===== src/rtl/alu_dword_seq_if.sv =====
// Request/response handshake between the issue stage and the 64-bit ALU sequencer.
// master = issue stage / consumer side, slave = sequencer side.
interface alu_dword_seq_if #(
  parameter int HALF_W = 32
);
  logic                  req_valid;
  logic                  req_ready;
  logic [1:0]            req_op;
  logic [2*HALF_W-1:0]   req_a;
  logic [2*HALF_W-1:0]   req_b;
  logic                  rsp_valid;
  logic                  rsp_ready;
  logic [2*HALF_W-1:0]   rsp_result;

  modport master (
    output req_valid, req_op, req_a, req_b, rsp_ready,
    input  req_ready, rsp_valid, rsp_result
  );

  modport slave (
    input  req_valid, req_op, req_a, req_b, rsp_ready,
    output req_ready, rsp_valid, rsp_result
  );
endinterface


===== src/rtl/alu_dword_seq.sv =====
// Runs 64-bit ADD/ADC/SUB/AND through a 32-bit ALU in two passes (low, then high),
// chaining carry between halves and keeping a persistent {N,Z,C,V} flag register.
module alu_dword_seq #(
  parameter int         HALF_W     = 32,
  parameter logic [3:0] INIT_FLAGS = 4'b0000
) (
  input  logic              clk,
  input  logic              reset,
  alu_dword_seq_if.slave    bus,
  output logic              flag_n,
  output logic              flag_z,
  output logic              flag_c,
  output logic              flag_v,
  output logic [HALF_W-1:0] alu_in1,
  output logic [HALF_W-1:0] alu_in2,
  output logic              alu_carry,
  output logic [1:0]        alu_op,
  input  logic [HALF_W-1:0] alu_out,
  input  logic              alu_n,
  input  logic              alu_z,
  input  logic              alu_c,
  input  logic              alu_v
);
  localparam int W = 2 * HALF_W;

  localparam logic [1:0] OP_ADD  = 2'b00;
  localparam logic [1:0] OP_ADC  = 2'b01;
  localparam logic [1:0] OP_SUB  = 2'b10;
  localparam logic [1:0] OP_AND  = 2'b11;
  localparam logic [1:0] ALU_ADD = 2'b00;
  localparam logic [1:0] ALU_AND = 2'b10;

  typedef enum logic [1:0] {IDLE, LO, HI, DONE} state_t;

  state_t           state_reg;
  state_t           state_next;
  logic [1:0]       op_reg;
  logic [W-1:0]     a_reg;
  logic [W-1:0]     b_reg;
  logic             cin_reg;
  logic [HALF_W-1:0] res_lo_reg;
  logic             lo_c_reg;
  logic             lo_z_reg;
  logic [W-1:0]     result_reg;
  logic [3:0]       flags_reg;

  logic             is_and;
  logic             invert_a;
  logic [W-1:0]     a_eff;

  // N comes from the high result's sign bit directly, so the ALU's N output is not needed.
  logic             unused_alu_n;
  assign unused_alu_n = alu_n;

  assign is_and   = (op_reg == OP_AND);
  assign invert_a = (op_reg == OP_SUB);

  // SUB is evaluated as B + ~A + 1, so A is bitwise inverted before it reaches the ALU.
  genvar gi;
  generate
    for (gi = 0; gi < W; gi++) begin : g_inv
      assign a_eff[gi] = a_reg[gi] ^ invert_a;
    end
  endgenerate

  always_ff @(posedge clk) begin
    if (reset) begin
      state_reg  <= IDLE;
      op_reg     <= OP_ADD;
      a_reg      <= '0;
      b_reg      <= '0;
      cin_reg    <= 1'b0;
      res_lo_reg <= '0;
      lo_c_reg   <= 1'b0;
      lo_z_reg   <= 1'b0;
      result_reg <= '0;
      flags_reg  <= INIT_FLAGS;
    end else begin
      state_reg <= state_next;
      case (state_reg)
        IDLE: begin
          if (bus.req_valid) begin
            op_reg  <= bus.req_op;
            a_reg   <= bus.req_a;
            b_reg   <= bus.req_b;
            cin_reg <= flags_reg[1];
          end
        end
        LO: begin
          res_lo_reg <= alu_out;
          lo_c_reg   <= alu_c;
          lo_z_reg   <= alu_z;
        end
        HI: begin
          result_reg <= {alu_out, res_lo_reg};
          flags_reg  <= {alu_out[HALF_W-1],
                         lo_z_reg & alu_z,
                         is_and ? 1'b0 : alu_c,
                         is_and ? 1'b0 : alu_v};
        end
        default: ;
      endcase
    end
  end

  always_comb begin
    state_next    = state_reg;
    alu_in1       = '0;
    alu_in2       = '0;
    alu_carry     = 1'b0;
    alu_op        = ALU_ADD;
    bus.req_ready = 1'b0;
    bus.rsp_valid = 1'b0;
    case (state_reg)
      IDLE: begin
        bus.req_ready = 1'b1;
        if (bus.req_valid) begin
          state_next = LO;
        end
      end
      LO: begin
        alu_in1 = a_eff[HALF_W-1:0];
        alu_in2 = b_reg[HALF_W-1:0];
        alu_op  = is_and ? ALU_AND : ALU_ADD;
        case (op_reg)
          OP_ADC:  alu_carry = cin_reg;
          OP_SUB:  alu_carry = 1'b1;
          default: alu_carry = 1'b0;
        endcase
        state_next = HI;
      end
      HI: begin
        alu_in1    = a_eff[W-1:HALF_W];
        alu_in2    = b_reg[W-1:HALF_W];
        alu_op     = is_and ? ALU_AND : ALU_ADD;
        alu_carry  = is_and ? 1'b0 : lo_c_reg;
        state_next = DONE;
      end
      DONE: begin
        bus.rsp_valid = 1'b1;
        if (bus.rsp_ready) begin
          state_next = IDLE;
        end
      end
      default: state_next = IDLE;
    endcase
  end

  assign bus.rsp_result = result_reg;
  assign flag_n = flags_reg[3];
  assign flag_z = flags_reg[2];
  assign flag_c = flags_reg[1];
  assign flag_v = flags_reg[0];

endmodule


===== src/flat_wrapper.sv =====
// flat-port wrapper written by rule: the top's interface ports become plain ports
module alu_dword_seq_flat 
#(
  parameter int         HALF_W     = 32,
  parameter logic [3:0] INIT_FLAGS = 4'b0000
)
  (clk, reset, flag_n, flag_z, flag_c, flag_v, alu_in1, alu_in2, alu_carry, alu_op, alu_out, alu_n, alu_z, alu_c, alu_v, bus_req_valid, bus_req_op, bus_req_a, bus_req_b, bus_rsp_ready, bus_req_ready, bus_rsp_valid, bus_rsp_result);
  alu_dword_seq_if #(.HALF_W(HALF_W)) bus_i ();
  input  logic clk;
  input  logic reset;
  output logic flag_n;
  output logic flag_z;
  output logic flag_c;
  output logic flag_v;
  output logic [HALF_W-1:0] alu_in1;
  output logic [HALF_W-1:0] alu_in2;
  output logic alu_carry;
  output logic [1:0] alu_op;
  input  logic [HALF_W-1:0] alu_out;
  input  logic alu_n;
  input  logic alu_z;
  input  logic alu_c;
  input  logic alu_v;
  input wire logic [$bits(bus_i.req_valid)-1:0] bus_req_valid;
  input wire logic [$bits(bus_i.req_op)-1:0] bus_req_op;
  input wire logic [$bits(bus_i.req_a)-1:0] bus_req_a;
  input wire logic [$bits(bus_i.req_b)-1:0] bus_req_b;
  input wire logic [$bits(bus_i.rsp_ready)-1:0] bus_rsp_ready;
  output wire logic [$bits(bus_i.req_ready)-1:0] bus_req_ready;
  output wire logic [$bits(bus_i.rsp_valid)-1:0] bus_rsp_valid;
  output wire logic [$bits(bus_i.rsp_result)-1:0] bus_rsp_result;
  assign bus_i.req_valid = bus_req_valid;
  assign bus_i.req_op = bus_req_op;
  assign bus_i.req_a = bus_req_a;
  assign bus_i.req_b = bus_req_b;
  assign bus_i.rsp_ready = bus_rsp_ready;
  assign bus_req_ready = bus_i.req_ready;
  assign bus_rsp_valid = bus_i.rsp_valid;
  assign bus_rsp_result = bus_i.rsp_result;
  alu_dword_seq #(.HALF_W(HALF_W), .INIT_FLAGS(INIT_FLAGS)) u_core (.clk(clk), .reset(reset), .bus(bus_i), .flag_n(flag_n), .flag_z(flag_z), .flag_c(flag_c), .flag_v(flag_v), .alu_in1(alu_in1), .alu_in2(alu_in2), .alu_carry(alu_carry), .alu_op(alu_op), .alu_out(alu_out), .alu_n(alu_n), .alu_z(alu_z), .alu_c(alu_c), .alu_v(alu_v));
endmodule

===== config.mk =====
export PLATFORM = sky130hd
export DESIGN_NAME = alu_dword_seq_flat
export DESIGN_NICKNAME = d
export VERILOG_FILES = /design/src/rtl/alu_dword_seq_if.sv /design/src/rtl/alu_dword_seq.sv /design/src/flat_wrapper.sv
export SDC_FILE = /design/constraint.sdc
export NUM_CORES = 1
export LEC_CHECK = 0
export ABC_AREA = 1
export BUFFER_PORTS_ARGS = -buffer_cell sky130_fd_sc_hd__buf_2
export CORE_ASPECT_RATIO = 1.1
export CORE_MARGIN = 2
export CORE_UTILIZATION = 45
export CTS_BUF_LIST = sky130_fd_sc_hd__clkbuf_4 sky130_fd_sc_hd__clkbuf_8
export DETAILED_ROUTE_END_ITERATION = 8
export PLACE_DENSITY = 0.82
export RECOVER_POWER = 25
export SYNTH_ARGS = -nofsm -noshare
export SYNTH_HDL_FRONTEND = slang
export SYNTH_SLANG_ARGS = --single-unit

===== constraint.sdc =====
create_clock -name clk -period 2 [get_ports clk]
set_clock_uncertainty 0.05 [all_clocks]
set_input_delay 0.2 -clock clk [delete_from_list [all_inputs] [get_ports clk]]
set_output_delay 0.2 -clock clk [all_outputs]
set_load 0.1 [all_outputs]

==> flow_summary.yaml, run 1 <==
detailed_routing:
  ant_nets: 0
  totalWireLength_um: 40000
  vias_per_cell: 5.52
  num_vias: 11778
  detail_route.wl_per_cell_um: 18.8
  first_pass_iters: 6
  drcViolationCount: 0
  initialDrtViolationCount: 1082
grt:
  grt_max_degree: 103
  grt_pass1_wl_um: 60100
  grt_use_total_pct: 33.5
  grt_antenna_before_repair: 0
  grt_pass1_vias: 11868
  gr-total-overflow: 0
yosys:
  synthCells: 1362
  syn-num-nets: 1540
  yosysSeqAreaShare_pct: 48.9
  syn_area_um2: 9580
  ys_types: 19
  synth_seq_cells: 234
  avgSynthCellArea_um2: 7.04
  yosys_warnings: 0
sta:
  fin_crit_ps: 2330
  setup_slack_ps: -329
  worstMarginPinSlew_ps: 876
  finalHoldViolCount: 0
  min_period_over_period_pct: 116
  finalMaxSlewViolations: 0
  finalSetupViolCount: 80
  whs_ps: 29.5
  fmax_mhz: 429
  slew_headroom_pct: 41.6
  rsz0062_at_grt: "yes"
layout:
  design_area_um2: 16100
  layout.cells.non_filler: 2133
  drive_gt1_share_pct: 30.9
  fin_nets: 1995
  syn_to_final_growth_pct: 68.1
placed_design:
  place_inst: 1873
  place.gp.congestion: 0.824
  place_hpwl_um: 19000
  placed_area_um2: 12800
  place_ws_ps: 71.2
  io_buffers: 304
worst_setup_path:
  arrival_ps: 2080
  criticalPathCategory: "flop to primary output"
  crit_required_ps: 1750
  startpoint_type: "flop"
  cp_max_fo: 19
  worstSetupEndpointType: "primary output"
outcome:
  violations: "negative setup slack"
  status: "complete, but fails checks"
clock_network:
  clk_pin_slew_ps: 70
  cts_root_buffer: "clkbuf_8"
  clockBufferDepth: 3
  clk_latency_ps: 530
  cts_tree: "built"
  htree_levels: 2
  cts.sinks: 234
  cts_buffers: 38
floorplan:
  core_um2: 21100
  die_x_um: 143
  initial_core_util_pct: 45.4
  die_y_um: 157
  rows: 56
  pin_count: 307
  die_area_um2: 22500
worst_hold_path:
  hold_path_class: "primary input to flop"
pwr:
  p_leak_nw: 7.01
  power.density_nw_per_um2: 1860
  vdd_drop_max_mv: 1.63
  power_mw: 30.0
flow_run:
  drv_cap: 0
-- where the power goes --
part           internal [mW]  switching (mW)  leakage, nW
combinational           5.32            13.1         4.65
clock                   2.39            1.93        0.421
sequential              6.28           0.944         1.93
-- final timing paths --
path	from	endpoint	slack (ps)	depth (start not counted)
worst max-delay path	u_core.state_reg[0]$_SDFFE_PP0P_	alu_in2[13]	-330	7
worst max register to register	u_core.state_reg[0]$_SDFFE_PP0P_	u_core.b_reg[50]$_SDFFE_PP0P_	120	7
worst min register to register	u_core.flags_reg[0]$_SDFFE_PP0P_	u_core.flags_reg[0]$_SDFFE_PP0P_	410	2
worst min-delay path	bus_rsp_ready	u_core.state_reg[1]$_SDFFE_PP0P_	30	5
-- layout by cell type, fill, tap and decap left out, types with 14 or more instances in the layout --
master         count
nand2_1          122
buf_12            78
nand2_2           45
a21oi_2           15
nand3_1           33
clkbuf_4          14
clkbuf_8          48
nor2_4            32
buf_2            235
a21oi_1           23
dfxtp_1          231
nor2_1           458
o21ai_0          230
buf_4             16
a21oi_4           34
dlygate4sd3_1    166
-- Yosys cell counts (all sizes together) --
master  number  share of area, %
dfxtp      234                49
nor2       491                19
inv         12              0.50
a21oi       72               3.8
conb         1             0.039
ha           8               1.0
clkbuf      33               1.3
nand3       37               1.9
clkinv       2             0.078
nand2      171               6.7
buf         71               4.5
o21ai      230                12
-- cell families after synthesis --
group / count (synthesis) / synth area share (%)
flip-flops: 234 / 48.9
AO/OA/AOI/OAI: 302 / 15.8
buffers and inverters: 118 / 6.37
other: 1 / 0.0391
adder cells (fa/ha/maj): 8 / 1.04
AND/OR/NAND/NOR: 699 / 27.9
-- per-stage QoR --
stage / util (%) / setup TNS (ps)
final: 76.4 / -18240
after global routing: 76.4 / -27670
after CTS: 74.9 / -17130
after detailed placement: 60.9 / 0
after global placement: 60.9 / 0
after floorplan: - / -21320
-- layout make-up --
class,instances,area [um^2]
diodes,1,2.50
clock buffers,60,751
clock inverters,5,32.5
fillers,1215,4980
inverters,14,86.3
multi-input cells,1010,5170
flip-flops and latches,234,4690
well taps,290,363
repair buffers,519,5010
-- critical path: stages, from the launching register on --
cell and delay (ps):
dfxtp_2 350, buf_4 110, buf_4 120, ha_4 210, buf_12 190, nand2_1 130, a21oi_4 220, buf_12 200
-- what timing repair did --
item,in CTS,in global routing
endpoints found under the setup margin,67,67
hold endpoints to repair,199,0
gates resized for setup,49,64
buffers inserted,11,4
hold buffers,166,0
pin swaps,9,9
cloned,9,5
-- routing by layer --
metal	track usage (%)	wire (um)	up-vias
met3	7.61	3120	252
met2	59.1	20000	754
met4	20.4	2790	0
met1	36.5	14200	5493
li1	-	-	5279
met5	0	0	-
Note: power is estimated with default switching activity, not from simulation.
==> run 2: changes to the inputs <==
==> constraint.sdc (replaced) <==
create_clock -name clk -period 2 [get_ports clk]
set_clock_uncertainty 0.05 [all_clocks]
set_input_delay 0.4 -clock clk [delete_from_list [all_inputs] [get_ports clk]]
set_output_delay 0.4 -clock clk [all_outputs]
set_load 0.1 [all_outputs]
==> flow_summary.yaml, run 2 (synthesis results as in run 1) <==
outcome:
  status: "complete, but fails checks"
  violations: "negative setup slack"
worst_hold_path:
  hold_path_class: "primary input to flop"
  min_from: "reset"
  hold-path-endpoint: "u_core.flags_reg[0]$_SDFFE_PP0P_"
  hold_depth: 2
worst_setup_path:
  r2r_start: "u_core.state_reg[1]$_SDFFE_PP0P_"
  crit_required_ps: 1550
  r2r-end: "u_core.a_reg[20]$_SDFFE_PP0P_"
  r2r_cells: 6
  criticalPathCategory: "flop to primary output"
  startpoint_type: "flop"
  worstSetupEndpointType: "primary output"
  cp_max_fo: 7
  regToRegSetupSlack_ps: -40
  arrival_ps: 2030
detailed_routing:
  initialDrtViolationCount: 543
  drcViolationCount: 0
  vias_per_cell: 5.28
  detail_route.wl_per_cell_um: 17.0
  first_pass_iters: 5
  num_vias: 10555
  totalWireLength_um: 33900
  ant_nets: 0
pwr:
  vdd_drop_max_mv: 1.54
  p_leak_nw: 6.91
  power.density_nw_per_um2: 2000
placed_design:
  place_ws_ps: -18.5
  place_hpwl_um: 19700
  place_inst: 1883
  place.gp.congestion: 0.839
  io_buffers: 304
sta:
  min_period_over_period_pct: 124
  finalSetupViolCount: 67
  slew_headroom_pct: 38.0
  setup_slack_ps: -477
  finalMaxSlewViolations: 0
  fin_crit_ps: 2480
  whs_ps: 54.1
  fmax_mhz: 404
  finalHoldViolCount: 0
  rsz0062_at_grt: "yes"
  worstMarginPinSlew_ps: 930
  fin_setup_tns_ps: -28180
clock_network:
  clk_latency_ps: 520
  cts_hold_buf: 0
  clk_pin_slew_ps: 70
  cts_root_buffer: "clkbuf_8"
  cts_tree: "built"
  cts.sinks: 234
  cts_buffers: 38
  htree_levels: 2
  clockBufferDepth: 3
grt:
  grt_pass1_vias: 10556
  grt_max_degree: 93
  grt_use_total_pct: 28.7
  gr-total-overflow: 0
  grt_pass1_wl_um: 51700
  grt_antenna_before_repair: 10
layout:
  final_common_cell: "nor2_1"
  syn_to_final_growth_pct: 59.7
  fillerInstances: 1468
  layout.cells.non_filler: 2000
  fin_nets: 1849
  layout_common_cells: "nor2_1, buf_2, dfxtp_1"
  drive_gt1_share_pct: 41.3
  fin_util_pct: 72.6
floorplan:
  pin_count: 307
  die_area_um2: 22500
  die_x_um: 143
  die_y_um: 157
  core_um2: 21100
  rows: 56
  initial_core_util_pct: 45.4
flow_run:
  drv_cap: 0
==> run 2: worst max path at each step <==
stage                                      from           to  depth (start not counted)
6_report       u_core.state_reg[0]$_SDFFE_PP0P_  alu_in1[26]                          9
3_5_place_dp   u_core.state_reg[0]$_SDFFE_PP0P_  alu_in1[15]                          7
3_3_place_gp   u_core.state_reg[0]$_SDFFE_PP0P_  alu_in1[17]                          7
4_1_cts        u_core.state_reg[0]$_SDFFE_PP0P_   alu_in1[6]                         10
2_1_floorplan  u_core.state_reg[1]$_SDFFE_PP0P_  alu_in2[10]                          6
5_1_grt        u_core.state_reg[0]$_SDFFE_PP0P_  alu_in1[26]                         10
==> run 2: power breakdown <==
part / total, mW / switching, mW / internal (mW)
sequential: 7.27 / 0.989 / 6.28
combinational: 19.0 / 13.2 / 5.77
clock: 4.38 / 1.94 / 2.44
==> run 2: stage by stage <==
stage	instance area, um^2	power (mW)
final	15300	30.6
after CTS	15100	30.1
after global routing	15300	31.9
after floorplan	10600	19.7
after detailed placement	13200	23.7
after global placement	13200	23.4
==> run 2: final cells by class <==
type | instances | area [um^2] | share of cell area [%]
multi-input combinational | 1010 | 5660 | 37.0
sequential | 234 | 4690 | 30.7
timing repair buffer | 372 | 3650 | 23.9
clock buffer | 63 | 767 | 5.01
tap | 290 | 363 | 2.37
inverter | 14 | 95.1 | 0.621
clock inverter | 7 | 45.0 | 0.294
antenna | 9 | 22.5 | 0.147
timing repair inverter | 1 | 8.76 | 0.0572
==> run 2: per-layer routing <==
metal  GRT usage (%)  routed length (um)  up-vias
li1                -                   -     4996
met1            32.3               12800     4994
met2            49.3               16700      434
met3            6.78                2400      129
met4            17.2                1940        2
met5               0                  13        -
==> run 2: worst max-delay path, cell delays in order, from the launching register on <==
cell     delay [ps]
dfxtp_4         350
inv_4            80
ha_4            150
buf_12          160
buf_12          130
buf_16          140
nand2_4          70
a21oi_2         190
nor2_4           70
buf_12          160
==> run 2: repair_timing <==
action / 4_1_cts / 5_1_grt
gates resized for setup: 167 / 45
pin swaps: 50 / 30
buffers inserted: 22 / 2
cloned: 13 / 4
setup endpoints to repair: 68 / 66
==> run 3: changes to the inputs <==
CORE_MARGIN = default   (was 2)
==> flow_summary.yaml, run 3 (synthesis results as in run 1) <==
pwr:
  power.net_switching_mw: 16.4
  p_sw_share_pct: 52.4
  power.share.combinational_pct: 62.8
  p_leak_nw: 7.05
  power_frac_clock_pct: 13.8
  internal_power_mw: 14.9
  seq_power_share_pct: 23.4
  power.density_nw_per_um2: 2010
  vdd_drop_max_mv: 1.59
clock_network:
  cts.sinks: 234
  cts_buffers: 37
  cts_root_buffer: "clkbuf_8"
  clockBufferDepth: 3
  htree_levels: 2
  clk_pin_slew_ps: 60
  cts_hold_buf: 0
  cts_tree: "built"
  clk_latency_ps: 520
layout:
  final_common_cell: "nor2_1"
  fin_nets: 1854
  syn_to_final_growth_pct: 61.9
  layout_common_cells: "nor2_1, buf_2, dfxtp_1"
  drive_gt1_share_pct: 42.5
  layout.cells.non_filler: 1997
  fillerInstances: 1370
worst_setup_path:
  regToRegSetupSlack_ps: 60
  cpMaxStageDelayCell: "dfxtp_4"
  cp_max_fo: 8
  crit_required_ps: 1550
  criticalPathCategory: "flop to primary output"
  crit_chain: "inv_4 -> ha_4 -> buf_12 -> inv_16 -> buf_12 -> nand2_2 -> nand3_2 -> nand2_2 -> nor2_4 -> buf_12"
  crit_top_cell: "buf_12"
  startpoint_type: "flop"
  worstSetupEndpointType: "primary output"
  arrival_ps: 2030
  critPathMaxStageDelay_ps: 360
placed_design:
  io_buffers: 304
  place_inst: 1875
  place_hpwl_um: 19100
  place.gp.congestion: 0.794
floorplan:
  die_area_um2: 21900
  initial_core_util_pct: 46.3
  pin_count: 307
  die_y_um: 155
  rows: 55
  die_x_um: 141
  core_um2: 20700
grt:
  grtUsageMet2_pct: 49.9
  grt_pass1_wl_um: 50100
  grt_use_met1_pct: 32.3
  grt_max_degree: 136
  grt_antenna_before_repair: 9
  busiest_layer: "met2"
  use_met3_pct: 6.71
  grt_pass1_vias: 10203
  grt_use_total_pct: 28.5
  gr-total-overflow: 0
sta:
  fin_crit_ps: 2480
  slew_headroom_pct: 64.0
  finalHoldViolCount: 0
  min_period_over_period_pct: 124
  rsz0062_at_grt: "yes"
  finalSetupViolCount: 66
  worstMarginPinSlew_ps: 543
  fmax_mhz: 403
  setup_slack_ps: -479
  fin_setup_tns_ps: -28070
  finalMaxSlewViolations: 0
detailed_routing:
  initialDrtViolationCount: 669
  num_vias: 10657
  vias_per_cell: 5.34
  detail_route.wl_per_cell_um: 16.9
  ant_nets: 0
  drcViolationCount: 0
  first_pass_iters: 7
  totalWireLength_um: 33800
outcome:
  status: "complete, but fails checks"
  violations: "negative setup slack"
worst_hold_path:
  hold_path_class: "primary input to flop"
flow_run:
  drv_cap: 0
## run 3: cell count changes in the layout (fill, tap and decap cells not counted), moves of 3 or more
cell and delta:
nand2_1 -19, nand2_4 +10, nand2_2 +9, buf_4 +6, clkbuf_4 -6, o21ai_0 -5
o21ai_1 +5, clkbuf_16 +4, buf_12 +3
## run 3: cell type report
type                    instances  area [um^2]  area share [%]
well taps                     285          357            2.30
multi-input cells            1010         5770            37.2
flip-flops and latches        234         4690            30.3
repair buffers                378         3760            24.2
clock buffers                  60          757            4.88
repair inverters                1         16.3           0.105
clock inverters                 6         43.8           0.282
inverters                      14          100           0.645
diodes                          9         22.5           0.145
## run 3: final timing paths
path | end | startpoint | depth (start not counted)
worst min-delay path | u_core.flags_reg[0]$_SDFFE_PP0P_ | reset | 2
worst min register to register | u_core.flags_reg[0]$_SDFFE_PP0P_ | u_core.flags_reg[0]$_SDFFE_PP0P_ | 2
worst max-delay path | alu_in1[21] | u_core.state_reg[0]$_SDFFE_PP0P_ | 10
worst max register to register | u_core.bus.rsp_result[44]$_SDFFE_PP0P_ | u_core.state_reg[0]$_SDFFE_PP0P_ | 10
## run 3: routing by layer
metal	routed length (um)	part of all wire, %
met1	12600	37
met2	17000	50
met3	2600	7.7
met4	1580	4.7
met5	8	0.024
## run 3: timing repair
item,in CTS,in global routing
gates cloned,11,8
resized for setup,114,127
pin swaps,18,60
setup endpoints to repair,68,71
setup buffers,26,5
## run 3: power groups by stage
stage	registers, mW	logic [mW]	clock network, mW
floorplan	10.7	9.02	0
global placement	7.08	16.3	0
detailed placement	7.15	16.5	0
CTS	7.15	18.5	4.37
global route	7.46	20.4	4.59
finish	7.31	19.6	4.31
## run 3: critical path, delay by kind of cell, from the launching register on
kind | cells | cell delay (ps)
adder cells (fa/ha/maj) | 1 | 160
buffers and inverters | 5 | 620
flip-flops | 1 | 360
AND/OR/NAND/NOR | 4 | 360
## run 3: stage by stage
stage	hold WS [ps]	cell area, um^2	utilization [%]	power [mW]	setup slack [ps]
after floorplan	399	10600	-	19.7	-68.9
after global placement	400	13100	63.4	23.4	70.7
after detailed placement	412	13100	63.4	23.7	21.6
after CTS	17.6	14900	71.8	30.0	-487
after global routing	29.4	15500	74.9	32.5	-566
final	51.6	15500	74.9	31.2	-479
